<file path="src/rtl/hazard_sched_pkg.sv">
// hazard_sched_pkg -- shared definitions for the hazard sequencer.
//   RFIDX_WIDTH : register index width used across the datapath.
//   FWD_*       : ALU operand source selects (regfile / W result / M aluout).
//   state_t     : memory-wait FSM states.
package hazard_sched_pkg;

  localparam int unsigned RFIDX_WIDTH = 5;

  localparam logic [1:0] FWD_RF = 2'b00;
  localparam logic [1:0] FWD_W  = 2'b01;
  localparam logic [1:0] FWD_M  = 2'b10;

  typedef enum logic {
    S_IDLE = 1'b0,
    S_WAIT = 1'b1
  } state_t;

endpackage

</file>
<file path="src/rtl/hazard_sched_fwd_sel.sv">
// hazard_sched_fwd_sel -- forwarding comparator for one ALU source operand.
//   rs             : E-stage source register index
//   validM/rwM/rdM : M-slot valid, regwrite, destination
//   validW/rwW/rdW : W-slot valid, regwrite, destination
//   sel            : FWD_M if M produces rs, else FWD_W if W does, else FWD_RF.
//                    x0 is never forwarded.
module hazard_sched_fwd_sel
  import hazard_sched_pkg::*;
#(
  parameter int unsigned RFIDX_W = RFIDX_WIDTH
) (
  input  logic [RFIDX_W-1:0] rs,
  input  logic               validM,
  input  logic               rwM,
  input  logic [RFIDX_W-1:0] rdM,
  input  logic               validW,
  input  logic               rwW,
  input  logic [RFIDX_W-1:0] rdW,
  output logic [1:0]         sel
);

  logic hitM;
  logic hitW;

  always_comb begin
    hitM = validM & rwM & (rdM != '0) & (rdM == rs);
    hitW = validW & rwW & (rdW != '0) & (rdW == rs);
    sel  = FWD_RF;
    if (hitM) begin
      sel = FWD_M;
    end else if (hitW) begin
      sel = FWD_W;
    end
  end

endmodule

</file>
<file path="src/rtl/hazard_sched.sv">
// hazard_sched -- stall/flush/forward sequencer for the 5-stage xgriscv pipeline.
// Keeps a shadow scoreboard of the E/M/W slots and derives pipeline controls.
//   clk, reset                     : clock, asynchronous active-high reset
//   rs1D, rs2D, rdD                : decode-stage register indices
//   regwriteD, memtoregD, memwriteD: decode-stage instruction class
//   pcsrcE                         : taken branch/jump resolved in E
//   memreadyM                      : data memory finishes the M access this cycle
//   stallF/D/E/M                   : hold PC, IF/ID, ID/EX, EX/MEM
//   flushD/E/W                     : clear IF/ID, ID/EX, MEM/WB
//   fwdaE, fwdbE                   : ALU srcA/srcB forwarding selects
// Optional (macro HAZARD_SCHED_PERF_EN): stall_cnt, flush_cnt, fwd_cnt
// performance counters, PERF_W bits, wrapping, cleared on reset.
module hazard_sched
  import hazard_sched_pkg::*;
#(
  parameter int unsigned RFIDX_W = RFIDX_WIDTH,
  parameter int unsigned PERF_W  = 32
) (
  input  logic               clk,
  input  logic               reset,
  input  logic [RFIDX_W-1:0] rs1D,
  input  logic [RFIDX_W-1:0] rs2D,
  input  logic [RFIDX_W-1:0] rdD,
  input  logic               regwriteD,
  input  logic               memtoregD,
  input  logic               memwriteD,
  input  logic               pcsrcE,
  input  logic               memreadyM,
  output logic               stallF,
  output logic               stallD,
  output logic               stallE,
  output logic               stallM,
  output logic               flushD,
  output logic               flushE,
  output logic               flushW,
  output logic [1:0]         fwdaE,
  output logic [1:0]         fwdbE
`ifdef HAZARD_SCHED_PERF_EN
  ,
  output logic [PERF_W-1:0]  stall_cnt,
  output logic [PERF_W-1:0]  flush_cnt,
  output logic [PERF_W-1:0]  fwd_cnt
`endif
);

  // Scoreboard slots. Only fields consumed downstream are kept: M needs
  // mreq for the memory stall, W only needs what forwarding compares.
  logic               validE, validM, validW;
  logic [RFIDX_W-1:0] rdE, rdM, rdW;
  logic [RFIDX_W-1:0] rs1E, rs2E;
  logic               rwE, rwM, rwW;
  logic               mtrE;
  logic               mreqE, mreqM;

  state_t state, stateNext;

  logic memStall;
  logic freeze;
  logic branch;
  logic loadUse;
  logic [1:0] selA, selB;

  assign memStall = validM & mreqM & ~memreadyM;

  always_ff @(posedge clk or posedge reset) begin
    if (reset) begin
      state <= S_IDLE;
    end else begin
      state <= stateNext;
    end
  end

  // In WAIT the M slot is frozen holding a valid memory request, so
  // ~memreadyM there is the same condition as memStall.
  always_comb begin
    stateNext = state;
    freeze    = 1'b0;
    unique case (state)
      S_IDLE: begin
        freeze = memStall;
        if (memStall) stateNext = S_WAIT;
      end
      S_WAIT: begin
        freeze = ~memreadyM;
        if (memreadyM) stateNext = S_IDLE;
      end
      default: ;
    endcase
  end

  always_comb begin
    branch  = pcsrcE & ~freeze;
    loadUse = ~freeze & ~pcsrcE & validE & mtrE & (rdE != '0) &
              ((rdE == rs1D) | (rdE == rs2D));
  end

  always_ff @(posedge clk or posedge reset) begin
    if (reset) begin
      validE <= 1'b0;
      validM <= 1'b0;
      validW <= 1'b0;
      rdE    <= '0;
      rdM    <= '0;
      rdW    <= '0;
      rs1E   <= '0;
      rs2E   <= '0;
      rwE    <= 1'b0;
      rwM    <= 1'b0;
      rwW    <= 1'b0;
      mtrE   <= 1'b0;
      mreqE  <= 1'b0;
      mreqM  <= 1'b0;
    end else if (freeze) begin
      validW <= 1'b0;
    end else begin
      validW <= validM;
      rdW    <= rdM;
      rwW    <= rwM;
      validM <= validE;
      rdM    <= rdE;
      rwM    <= rwE;
      mreqM  <= mreqE;
      if (branch | loadUse) begin
        validE <= 1'b0;
      end else begin
        validE <= 1'b1;
        rdE    <= rdD;
        rs1E   <= rs1D;
        rs2E   <= rs2D;
        rwE    <= regwriteD;
        mtrE   <= memtoregD;
        mreqE  <= memwriteD | memtoregD;
      end
    end
  end

  hazard_sched_fwd_sel #(.RFIDX_W(RFIDX_W)) uFwdA (
    .rs(rs1E), .validM(validM), .rwM(rwM), .rdM(rdM),
    .validW(validW), .rwW(rwW), .rdW(rdW), .sel(selA)
  );

  hazard_sched_fwd_sel #(.RFIDX_W(RFIDX_W)) uFwdB (
    .rs(rs2E), .validM(validM), .rwM(rwM), .rdM(rdM),
    .validW(validW), .rwW(rwW), .rdW(rdW), .sel(selB)
  );

  // Outputs forced low while reset is held so a stray pcsrcE cannot leak.
  always_comb begin
    stallF = 1'b0;
    stallD = 1'b0;
    stallE = 1'b0;
    stallM = 1'b0;
    flushD = 1'b0;
    flushE = 1'b0;
    flushW = 1'b0;
    fwdaE  = FWD_RF;
    fwdbE  = FWD_RF;
    if (!reset) begin
      stallF = freeze | loadUse;
      stallD = freeze | loadUse;
      stallE = freeze;
      stallM = freeze;
      flushD = branch;
      flushE = branch | loadUse;
      flushW = freeze;
      fwdaE  = selA;
      fwdbE  = selB;
    end
  end

`ifdef HAZARD_SCHED_PERF_EN
  always_ff @(posedge clk or posedge reset) begin
    if (reset) begin
      stall_cnt <= '0;
      flush_cnt <= '0;
      fwd_cnt   <= '0;
    end else begin
      if (stallF) stall_cnt <= stall_cnt + PERF_W'(1);
      if (flushE) flush_cnt <= flush_cnt + PERF_W'(1);
      if ((fwdaE != FWD_RF) || (fwdbE != FWD_RF)) fwd_cnt <= fwd_cnt + PERF_W'(1);
    end
  end
`endif

endmodule

</file>
<file path="config.mk">
export PLATFORM = sky130hd
export DESIGN_NAME = hazard_sched
export DESIGN_NICKNAME = d
export VERILOG_FILES = /design/src/rtl/hazard_sched_pkg.sv /design/src/rtl/hazard_sched_fwd_sel.sv /design/src/rtl/hazard_sched.sv
export SDC_FILE = /design/constraint.sdc
export NUM_CORES = 1
export LEC_CHECK = 0
export ABC_AREA = 1
export ABC_CLOCK_PERIOD_IN_PS = 2000
export CORE_MARGIN = 3
export CORE_UTILIZATION = 48
export CTS_CLUSTER_SIZE = 14
export DETAILED_ROUTE_END_ITERATION = 7
export PLACE_DENSITY = 0.81
export SLEW_MARGIN = 25
export SYNTH_ARGS = -nofsm -noshare
export SYNTH_HDL_FRONTEND = slang
export SYNTH_SLANG_ARGS = --single-unit
</file>
<file path="constraint.sdc">
create_clock -name clk -period 2 [get_ports clk]
set_clock_uncertainty 0.05 [all_clocks]
set_input_delay 0.3 -clock clk [delete_from_list [all_inputs] [get_ports clk]]
set_output_delay 0.3 -clock clk [all_outputs]
set_load 0.03 [all_outputs]
</file>
* Word level (Yosys, flattened, before mapping)
Index checks and enable logic that the tools add are counted.
** Cells by class
- Eq/ne operators :: 6
- Muxes and demuxes :: 16
- Bitwise gates (word level) :: 25
- Reductions and logical operators :: 4
** Operator list (number)
- 5-bit == test :: 6
- 1-bit AND :: 16
- 5-bit nonzero test :: 3
- 1-bit 2-to-1 mux :: 10
- 2-bit 2-to-1 mux :: 4
- 1-bit inverter :: 5
- 1-bit bitwise OR :: 4
- 1-bit case mux with 2 select lines :: 2
- 2-bit AND reduction :: 1
** Storage, ports and cells
- Register bits after elaboration :: 35
- Logic and storage cells :: 66

* Logic depth before layout (Yosys ltp)
Gate-level depths: netlist (run 1).
- Depth after elaboration :: 12
- Gate-level depth with buffers :: 11

* Hierarchy
From an unflattened synthesis (run 1), not the netlist that was laid out.
** Unflattened totals
- Cell total of the unflattened synthesis :: 334
- Area, all modules :: 2138.3 um^2
** By module, submodules not included
- hazard_sched :: instances 1, cells each 212, area each 1647.8 um^2
- hazard_sched_fwd_sel :: instances 2, cells each 61, area each 245.2 um^2

* Worst setup path after synthesis (run 1)
No wires, ideal clock.
- Kind :: in2out
- Start point :: input port reset
- End point :: output port fwdaE[0]
- Arrival :: 2.152 ns
- Required time :: 1.650 ns
- Path slack :: -0.502 ns
- Stages on the path :: 6
- Path buffers :: 1
- Cell sequence :: clkbuf_1 > inv_1 > o21ai_0 > a21oi_1 > nand3_1 > a21oi_1
** Between the ends
- Longest elaborated chain between the ends :: 1
** Ends and longest elaborated chain
- start, declared :: line hazard_sched.sv:20 : input logic reset,
- 2-bit 2-to-1 mux :: line hazard_sched.sv:158 : if (!reset) begin
- end, declared :: line hazard_sched.sv:36 : output logic [1:0] fwdaE,
Every way passes these cells.

* Worst setup path after layout (run 1)
- Start point :: register rdE[4]
- End point :: output port stallF
** Between the ends
- Longest elaborated chain between the ends :: 5
- Elaborated cells on any way between the ends :: 8
- Classes of those cells :: eq/ne: 2; mux: 1; bitwise: 4; reduce/logical: 1
** Ends and longest elaborated chain
- start, declared :: line hazard_sched.sv:49 : logic [RFIDX_W-1:0] rdE, rdM, rdW;
- start signal, assigned :: line hazard_sched.sv:127 : rdE <= rdD;
- 5-bit == test or 5-bit nonzero test (tied branches) :: line hazard_sched.sv:94, hazard_sched.sv:93
- 1-bit bitwise OR or 1-bit AND (tied branches) :: line hazard_sched.sv:94, hazard_sched.sv:93
- 1-bit AND * :: line hazard_sched.sv:93 : loadUse = ~freeze & ~pcsrcE & validE & mtrE & (rdE != '0) &
- 1-bit bitwise OR * :: line hazard_sched.sv:159 : stallF = freeze | loadUse;
- 1-bit 2-to-1 mux * :: line hazard_sched.sv:158
- end, declared :: line hazard_sched.sv:29 : output logic stallF,
Mark *: on every way between the ends. The rest lies on a longest branch, timed or not.

==> results.json, run 1 <==
{
  "start_util": 0.515,
  "worstPathArrival_ns": 1.61,
  "final_cell_area_um2": 2540,
  "synth_warnings": 0,
  "min_period_ns": 1.96,
  "overflow": 0,
  "total_power_uw": 3210,
  "critPathMaxFanout": 5,
  "drt-initial-drc-count": 94,
  "placement.cell_area_um2": 2310,
  "io_pins": 33,
  "worst-slew-pin-transition_ns": 0.440,
  "die_area_um2": 4880,
  "firstDrtPassIters": 4,
  "htree_levels": 2,
  "cts_tree": "done",
  "irDropWorstVdd_uv": 588,
  "drc": 0,
  "ys_types": 23,
  "grt_util_all_layers": 0.201,
  "synthCells": 257,
  "rsz0062_at_grt": "true",
  "pre_cts_ws_ns": -0.0391,
  "root_buffer": "clkbuf_8",
  "path_cells": "inv_2 > nand2_1 > nand2_1 > nor2_4 > nand3_2 > nand2_2 > nand2_4 > a21oi_4 > buf_6",
  "path_common_cell": "nand2_1",
  "clk_pin_slew_ns": 0.07,
  "crit_slowest_cell": "dfrtp_2",
  "cts_sinks": 35,
  "synth_area_um2": 1960,
  "fmax_ghz": 0.509,
  "grt_pass1_vias": 1716,
  "vias": 1761,
  "end_kind": "output port",
  "core_um2": 3800,
  "fin_nets": 322,
  "hpwl_um": 3330,
  "finalCritPeriodShare": 0.982,
  "slew_headroom": 0.706,
  "outcome": "complete, no violations",
  "diodes": 0,
  "timing.final.hold_violations": 0,
  "grt_start_max_net_pins": 36,
  "worstHoldPathType": "in -> reg",
  "drive_gt1_frac": 0.206,
  "cts_buffers": 5,
  "ys_ff_latch": 35,
  "yosysTopAreaCell": "dfrtp_1",
  "wl_um": 4610,
  "antenna_found_initial": 0,
  "nFillCells": 327,
  "final_core_util": 0.669,
  "worstPathRequired_ns": 1.65,
  "gp_congestion": 0.923,
  "critical_path_class": "reg -> out",
  "insertion_delay_ns": 0.29,
  "max_stage_delay_ns": 0.42,
  "crit_family": "simple AND/OR/NAND/NOR gates",
  "ys_seq_area_frac": 0.448,
  "finalSetupViolCount": 0,
  "cap_violations": 0,
  "port_buffers": 32,
  "wl_per_cell_um": 13.2,
  "slew_viol_final": 0,
  "fin_ws_ns": 0.0360,
  "rows": 22,
  "drtAntennaViolNets": 0,
  "syn_avg_cell_area_um2": 7.61,
  "die_h_um": 69.9,
  "die_width_um": 69.9,
  "p_leak_uw": 0.00133,
  "p_per_area_nw_per_um2": 1260,
  "syn_nets": 279,
  "post_drt_via_cell_ratio": 5.05,
  "holdBufCountCts": 0,
  "cts_max_path_buffers": 2,
  "areaGrowthSynthToFinish_pct": 29.9,
  "synthTopCellsByArea": "dfrtp_1 45%, nand2_1 17%, nand3_1 7.2%",
  "yosysTopAreaCellShare": 0.448,
  "worst_setup_path_start_kind": "register",
  "grt_pass1_wl_um": 7850,
  "worst-path-buf-inv": 2
}
flip-flops by register name, indices dropped and copies added (netlist names), 5 cells and up:
signal  flops
rs2E        5
rs1E        5
rdE         5
rdM         5
rdW         5
cell usage after synthesis:
cell	instances
nand2_1	89
dfrtp_1	35
nand3_1	28
inv_1	26
nor2_1	15
o21ai_0	13
xnor2_1	12
xor2_1	7
a21oi_1	5
buf_4	5
nor3_1	4
clkbuf_1	3
nand4_1	3
buf_6	2
inv_2	2
buf_2	1
clkinv_1	1
nand2_2	1
nand2_4	1
nand2_8	1
nor2_8	1
nor4_1	1
or2_2	1
path summary, 6_finish.rpt:
kind	from	end	slack (ns)	depth (start not counted)
min in group asynchronous	reset	rdW[2]	0.51	3
max reg2reg	rdE[0]	rs2E[0]	0.33	11
min	rs1D[1]	rs1E[1]	0.28	3
min reg2reg	mreqM	mreqM	0.43	2
max in group asynchronous	reset	rdE[0]	1.04	3
max	rdE[4]	stallF	0.04	9
per-stage QoR:
stage	instances	hold slack, ns	setup TNS (ns)
floorplan	257	0.392	-0.149
global placement	334	0.405	-0.0255
detailed placement	334	0.417	-0.0975
CTS	342	0.379	0
global route	349	0.303	-0.119
finish	349	0.283	0
metal layers:
metal | global-route usage | routed length (µm)
met5 | 0 | 0
met4 | 0.0596 | 76
met3 | 0.0547 | 227
met2 | 0.326 | 2210
met1 | 0.262 | 2100
cells by family after synthesis:
logic type / Yosys count / synth area share
and+or+nand+nor: 145 / 0.327
buffers and inverters: 40 / 0.0946
AOI/OAI and AO/OA: 18 / 0.0460
DFF: 35 / 0.448
xor gates and xnor gates: 19 / 0.0850
layout make-up:
class,instances,area (µm²),share of cell area
inverters,29,113,0.0443
well taps,48,60.1,0.0236
flip-flops and latches,35,882,0.347
clock buffers,8,100,0.0394
repair buffers,47,434,0.171
multi-input cells,182,953,0.375
worst min-delay path, cell delays in order:
cell,delay [ns]
dlymetal6s2s_1,0.14
nand3_1,0.09
nand2_1,0.06
cell usage in the layout, fill, tap and decap left out, types with 2 or more instances in the layout:
cell,n
o21ai_0,13
a21oi_1,3
dlygate4sd2_1,4
nand2_2,4
xor2_1,7
dfrtp_1,30
dfrtp_2,5
nor3_1,2
xnor2_1,12
nand3_2,2
buf_4,22
dlymetal6s2s_1,4
nor3_2,2
inv_2,5
clkdlybuf4s50_1,13
nand2_1,86
nor2_1,11
buf_6,3
clkbuf_8,7
nor2_2,3
inv_1,22
nand4_1,3
nand3_1,26
power breakdown:
group	switching, µW	internal (µW)	leakage, µW
combinational	748	598	0.000859
sequential	319	995	0.000424
clock	241	314	0.0000515
total	1310	1910	0.00133
what timing repair did:
| item | in CTS | in global routing |
|---|---|---|
| setup buffers | 0 | 7 |
| setup endpoints to repair | 3 | 6 |
| resized for setup | 11 | 22 |
| cloned | 0 | 0 |
| pin swaps | 1 | 10 |
Note: power is estimated with default switching activity, not from simulation.
==> run 2, diff against run 1 <==
- CAP_MARGIN: default -> 5
==> results of run 2 <==
Final layout, timing and power as in run 1 (identical DEF).
